===== src/rtl/wb_line_master.sv =====
// rtl/wb_line_master.sv - Wishbone master issuing one line-wide read/write per cache request
module wb_line_master #(
    parameter int ADDR_W  = 16,
    parameter int LINE_W  = 128,
    parameter int TIMEOUT = 1024,
    parameter int GAP     = 1
) (
    input  logic                clk,
    input  logic                rst,
    input  logic                req_valid,
    output logic                req_ready,
    input  logic                req_we,
    input  logic [ADDR_W-1:0]   req_addr,
    input  logic [LINE_W-1:0]   req_wdata,
    output logic                resp_valid,
    output logic [LINE_W-1:0]   resp_rdata,
    output logic                resp_err,
    output logic                wb_cyc,
    output logic                wb_stb,
    output logic                wb_we,
    output logic [ADDR_W-1:0]   wb_adr,
    output logic [LINE_W-1:0]   wb_dat_m,
    output logic [LINE_W/8-1:0] wb_sel,
    input  logic [LINE_W-1:0]   wb_dat_s,
    input  logic                wb_ack,
    input  logic                wb_rty
);
    localparam int TW = $clog2(TIMEOUT);
    localparam int GW = (GAP > 1) ? $clog2(GAP) : 1;

    typedef enum logic [1:0] {S_IDLE, S_BUSY, S_RESP, S_GAP} state_t;

    state_t            state, state_nxt;
    logic [TW-1:0]     tmo_cnt, tmo_nxt;
    logic [GW-1:0]     gap_cnt, gap_nxt;
    logic              we_nxt;
    logic [ADDR_W-1:0] adr_nxt;
    logic [LINE_W-1:0] dat_nxt;
    logic              rvalid_nxt;
    logic [LINE_W-1:0] rdata_nxt;
    logic              err_nxt;
    logic              busy_nxt;

    // Line offset bits are dropped and RTY only means "keep waiting", so neither feeds any logic.
    logic unused_inputs;
    assign unused_inputs = ^{req_addr[3:0], wb_rty};

    always_comb begin
        state_nxt  = state;
        tmo_nxt    = tmo_cnt;
        gap_nxt    = gap_cnt;
        we_nxt     = wb_we;
        adr_nxt    = wb_adr;
        dat_nxt    = wb_dat_m;
        rvalid_nxt = 1'b0;
        rdata_nxt  = resp_rdata;
        err_nxt    = resp_err;
        case (state)
            S_IDLE: begin
                if (req_valid && req_ready) begin
                    state_nxt = S_BUSY;
                    tmo_nxt   = '0;
                    we_nxt    = req_we;
                    adr_nxt   = {req_addr[ADDR_W-1:4], 4'b0000};
                    dat_nxt   = req_wdata;
                end
            end
            S_BUSY: begin
                // ACK on the final allowed cycle still completes the access normally.
                if (wb_ack) begin
                    state_nxt  = S_RESP;
                    rvalid_nxt = 1'b1;
                    rdata_nxt  = wb_we ? '0 : wb_dat_s;
                    err_nxt    = 1'b0;
                end else if (tmo_cnt == TW'(TIMEOUT - 1)) begin
                    state_nxt  = S_RESP;
                    rvalid_nxt = 1'b1;
                    rdata_nxt  = '0;
                    err_nxt    = 1'b1;
                end else begin
                    tmo_nxt = tmo_cnt + 1'b1;
                end
            end
            S_RESP: begin
                gap_nxt   = '0;
                state_nxt = (GAP == 0) ? S_IDLE : S_GAP;
            end
            S_GAP: begin
                if (gap_cnt == GW'(GAP - 1)) begin
                    state_nxt = S_IDLE;
                end else begin
                    gap_nxt = gap_cnt + 1'b1;
                end
            end
            default: state_nxt = S_IDLE;
        endcase
        busy_nxt = (state_nxt == S_BUSY);
    end

    // Bus outputs are registered from the next state so they are zero everywhere outside BUSY.
    always_ff @(posedge clk) begin
        if (rst) begin
            state      <= S_IDLE;
            tmo_cnt    <= '0;
            gap_cnt    <= '0;
            req_ready  <= 1'b0;
            resp_valid <= 1'b0;
            resp_rdata <= '0;
            resp_err   <= 1'b0;
            wb_cyc     <= 1'b0;
            wb_stb     <= 1'b0;
            wb_we      <= 1'b0;
            wb_adr     <= '0;
            wb_dat_m   <= '0;
            wb_sel     <= '0;
        end else begin
            state      <= state_nxt;
            tmo_cnt    <= tmo_nxt;
            gap_cnt    <= gap_nxt;
            req_ready  <= (state_nxt == S_IDLE);
            resp_valid <= rvalid_nxt;
            resp_rdata <= rdata_nxt;
            resp_err   <= err_nxt;
            wb_cyc     <= busy_nxt;
            wb_stb     <= busy_nxt;
            wb_we      <= busy_nxt & we_nxt;
            wb_adr     <= busy_nxt ? adr_nxt : '0;
            wb_dat_m   <= busy_nxt ? dat_nxt : '0;
            wb_sel     <= {(LINE_W/8){busy_nxt}};
        end
    end
endmodule


===== config.mk =====
export PLATFORM = sky130hd
export DESIGN_NAME = wb_line_master
export DESIGN_NICKNAME = d
export VERILOG_FILES = /design/src/rtl/wb_line_master.sv
export SDC_FILE = /design/constraint.sdc
export NUM_CORES = 1
export LEC_CHECK = 0
export CORE_AREA = 5 5 221 223
export CTS_CLUSTER_SIZE = 20
export DETAILED_ROUTE_END_ITERATION = 8
export DIE_AREA = 0 0 226 228
export GPL_ROUTABILITY_DRIVEN = 0
export GPL_TIMING_DRIVEN = 0
export HOLD_SLACK_MARGIN = 0.12
export PLACE_DENSITY = 0.58
export SYNTH_ARGS = -nofsm -noshare
export SYNTH_HDL_FRONTEND = slang
export SYNTH_SLANG_ARGS = --single-unit

===== constraint.sdc =====
create_clock -name clk -period 4.6 [get_ports clk]
set_clock_uncertainty 0.2 [all_clocks]
set_input_delay 0.92 -clock clk [delete_from_list [all_inputs] [get_ports clk]]
set_output_delay 0.92 -clock clk [all_outputs]
set_load 0.02 [all_outputs]

==> impl_metrics.yaml <==
synthesis:
  avgSynthCellArea_um2: 9.819
  synthArstFlopShare_pct: 0
  ys_types: 38
  ys.flop_type: "dfxtp_1"
  synthCells: 1004
  synth_edf_count: 0
  synth.most_common_cell: "nand2_1"
  ys.warnings.count: 0
  synthTopCellsByArea: "dfxtp_1 58%, a22o_1 11%, nand2_1 11%"
  synth_seq_cells: 285
  synth.top_cell.area_share_pct: 57.88
  netlist_area_um2: 9858
  synth_top_cell_by_area: "dfxtp_1"
  seq_area_frac_synth_pct: 57.88
  synthTopCellsByCount: "289 x nand2_1, 285 x dfxtp_1, 128 x a22o_1"
sta:
  setup_viol: 0
  slew_headroom_pct: 28.20
  final-max-slew-violation-count: 0
  hold_violations: 0
  final.setup.worst_slack_ps: 1219
  fmax_ghz: 0.2958
  worstMarginPinSlew_ps: 1069
  rsz0062_at_grt: "false"
  period_needed_ps: 3381
  fin_crit_sh_pct: 73.49
  tns_ps: 0
detailed_routing:
  routed_wl_um: 40520
  first_pass_iters: 4
  drc: 0
  wl_per_cell_um: 18.11
  routed_via_density: 4.229
  dr.first_iter.drc_count: 341
  ant_nets: 0
  via_count: 9461
clock_network:
  clk_root_buffer_cell: "clkbuf_16"
  htreeDepth: 2
  cts_buffers: 35
  cts_resized: 0
  clk_pin_slew_ps: 50
  cts_tree: "done"
  postCtsSetupBuffers: 0
  hold_buffers: 0
  worstSkewPairLatency_ps: 530
  cts.sinks: 285
  clockBufferDepth: 3
global_routing:
  grt_pass1_vias: 9959
  grt_start_max_net_pins: 19
  grt_pass1_wl_um: 60060
  grtUsageMet2_pct: 26.64
  gr-usage-met1_pct: 15.60
  grt_usage_pct: 14.81
  grt_remaining_overflow: 0
  antenna_found_initial: 0
  use_met3_pct: 6.075
  gr-max-usage-layer: "met2"
die:
  core-area_um2: 46360
  die_w_um: 226
  rows: 79
  die_h_um: 228
  ioPinCount: 572
  initial_core_util_pct: 21.27
  fp.dieArea_um2: 51530
layout:
  nNetsFinal: 1885
  regArea_um2: 5705
  drive_gt1_share_pct: 11.66
  fill_cells: 4655
  finish.instance_area_um2: 17470
  fin_util_pct: 37.68
  syn2layout_area_growth_pct: 77.18
  multi_input_area_um2: 3610
worst_setup_path:
  cp-end-kind: "register"
  path_cells: "clkdlybuf4s50_1 > clkbuf_1 > nor3_1 > buf_2 > clkbuf_1 > a22o_1"
  critPathBufInv: 4
  crit_path_frequent_cell: "clkbuf_1"
  start_kind: "input pin"
  worstPathArrival_ps: 3640
  cp_top_family: "buffers and inverters"
  cp.required_ps: 4860
  crit_slowest_cell: "nor3_1"
  crit_path_max_fanout: 10
  critPathMaxStageDelay_ps: 910
  worstSetupPathType: "in -> reg"
place:
  placed_area_um2: 16250
  pre_cts_slack_ps: 841.7
  dp_hpwl_um: 31700
  port_buffers: 562
power_and_ir_drop:
  ir_worst_vdd_uv: 273.3
  finalPower_mw: 6.318
  cellLeakagePower_nw: 6.040
  powerDensity_nw_per_um2: 361.7
outcome:
  status: "finished, final reports clean"
min_path:
  holdCritPathClass: "reg -> reg"
job:
  maxCapViolations: 0
[final cells by class]
cell class	count	area share, %
Sequential cell	285	32.66
Timing Repair Buffer	562	32.21
Multi-Input combinational cell	621	20.67
Clock buffer	49	5.953
Tap cell	607	4.348
Buffer	99	3.130
Clock inverter	11	0.9742
Inverter	2	0.04298
Antenna cell	1	0.01433
[kinds of logic (layout without fill, tap and decap cells)]
family                   count (synthesis)  count (layout)  synth area share (%)
flip-flops                             285             285                 57.88
other                                    1               5               0.03804
adder cells (fa/ha/maj)                  1               1                0.1269
AND/OR/NAND/NOR                        322             322                 13.06
AO/OA/AOI/OAI                          293             293                 23.19
buffers and inverters                  101             723                 5.623
XOR/XNOR                                 1               1               0.08886
[routing by layer]
layer	share of wire, %	wire length, µm
met2	50	20180
met5	0	0
met3	11	4270
met1	37	14960
met4	2.7	1110
[sequential cells by signal (all words and copies together), names as in the netlist]
register,count
resp_rdata,128
wb_adr,12
state,2
resp_err,1
resp_valid,1
tmo_cnt,10
wb_dat_m,128
wb_we,1
req_ready,1
wb_sel,1
[cells in the final DEF (no fill, tap or decap), types with 3 or more instances in the layout]
cell             Yosys  routed
a21oi_1             72      72
a21oi_2             79      79
a22o_1             128     128
buf_1                6       6
buf_2               23      23
buf_4               21      21
buf_6                9       9
bufinv_16            0       4
clkbuf_1            40      44
clkbuf_16            0      36
clkbuf_8             0       9
clkdlybuf4s50_1      0     562
clkinv_2             0       5
conb_1               1       4
dfxtp_1            285     285
nand2_1            289     289
nand3_1              7       7
nor2_1               5       5
nor3_1               3       3
o21ai_0              5       5
or3_1                4       4
[through the flow]
step           hold slack [ps]  std cells
2_1_floorplan            253.0       1007
6_report                 250.9       2237
4_1_cts                  254.3       2236
3_3_place_gp             242.1       2176
3_5_place_dp             246.4       2176
5_1_grt                  275.4       2236
[worst register-to-register path, delay by kind of cell, from the launching register on]
family	cells	cell delay [ps]
buf+inv	3	1100
flops	1	390
compound gates	1	240
simple gates	3	1030
[path summary, 6_finish.rpt]
check	cells after the start	start	slack, ps	endpoint
worst max-delay path	6	rst	1220	resp_rdata[34]$_SDFFE_PP0P_
worst min-delay path	2	wb_dat_m[17]$_SDFFE_PP0P_	250	wb_dat_m[17]$_SDFFE_PP0P_
worst max register to register	7	state[0]$_SDFF_PP0_	1600	resp_rdata[34]$_SDFFE_PP0P_
worst min register to register	2	wb_dat_m[17]$_SDFFE_PP0P_	250	wb_dat_m[17]$_SDFFE_PP0P_
[power by group]
group | total, mW | leakage [nW] | switching (mW) | internal (mW)
sequential | 2.57 | 2.30 | 0.0409 | 2.53
combinational | 0.865 | 3.14 | 0.426 | 0.439
clock | 2.88 | 0.601 | 1.08 | 1.80
(Power assumes the default switching activity.)
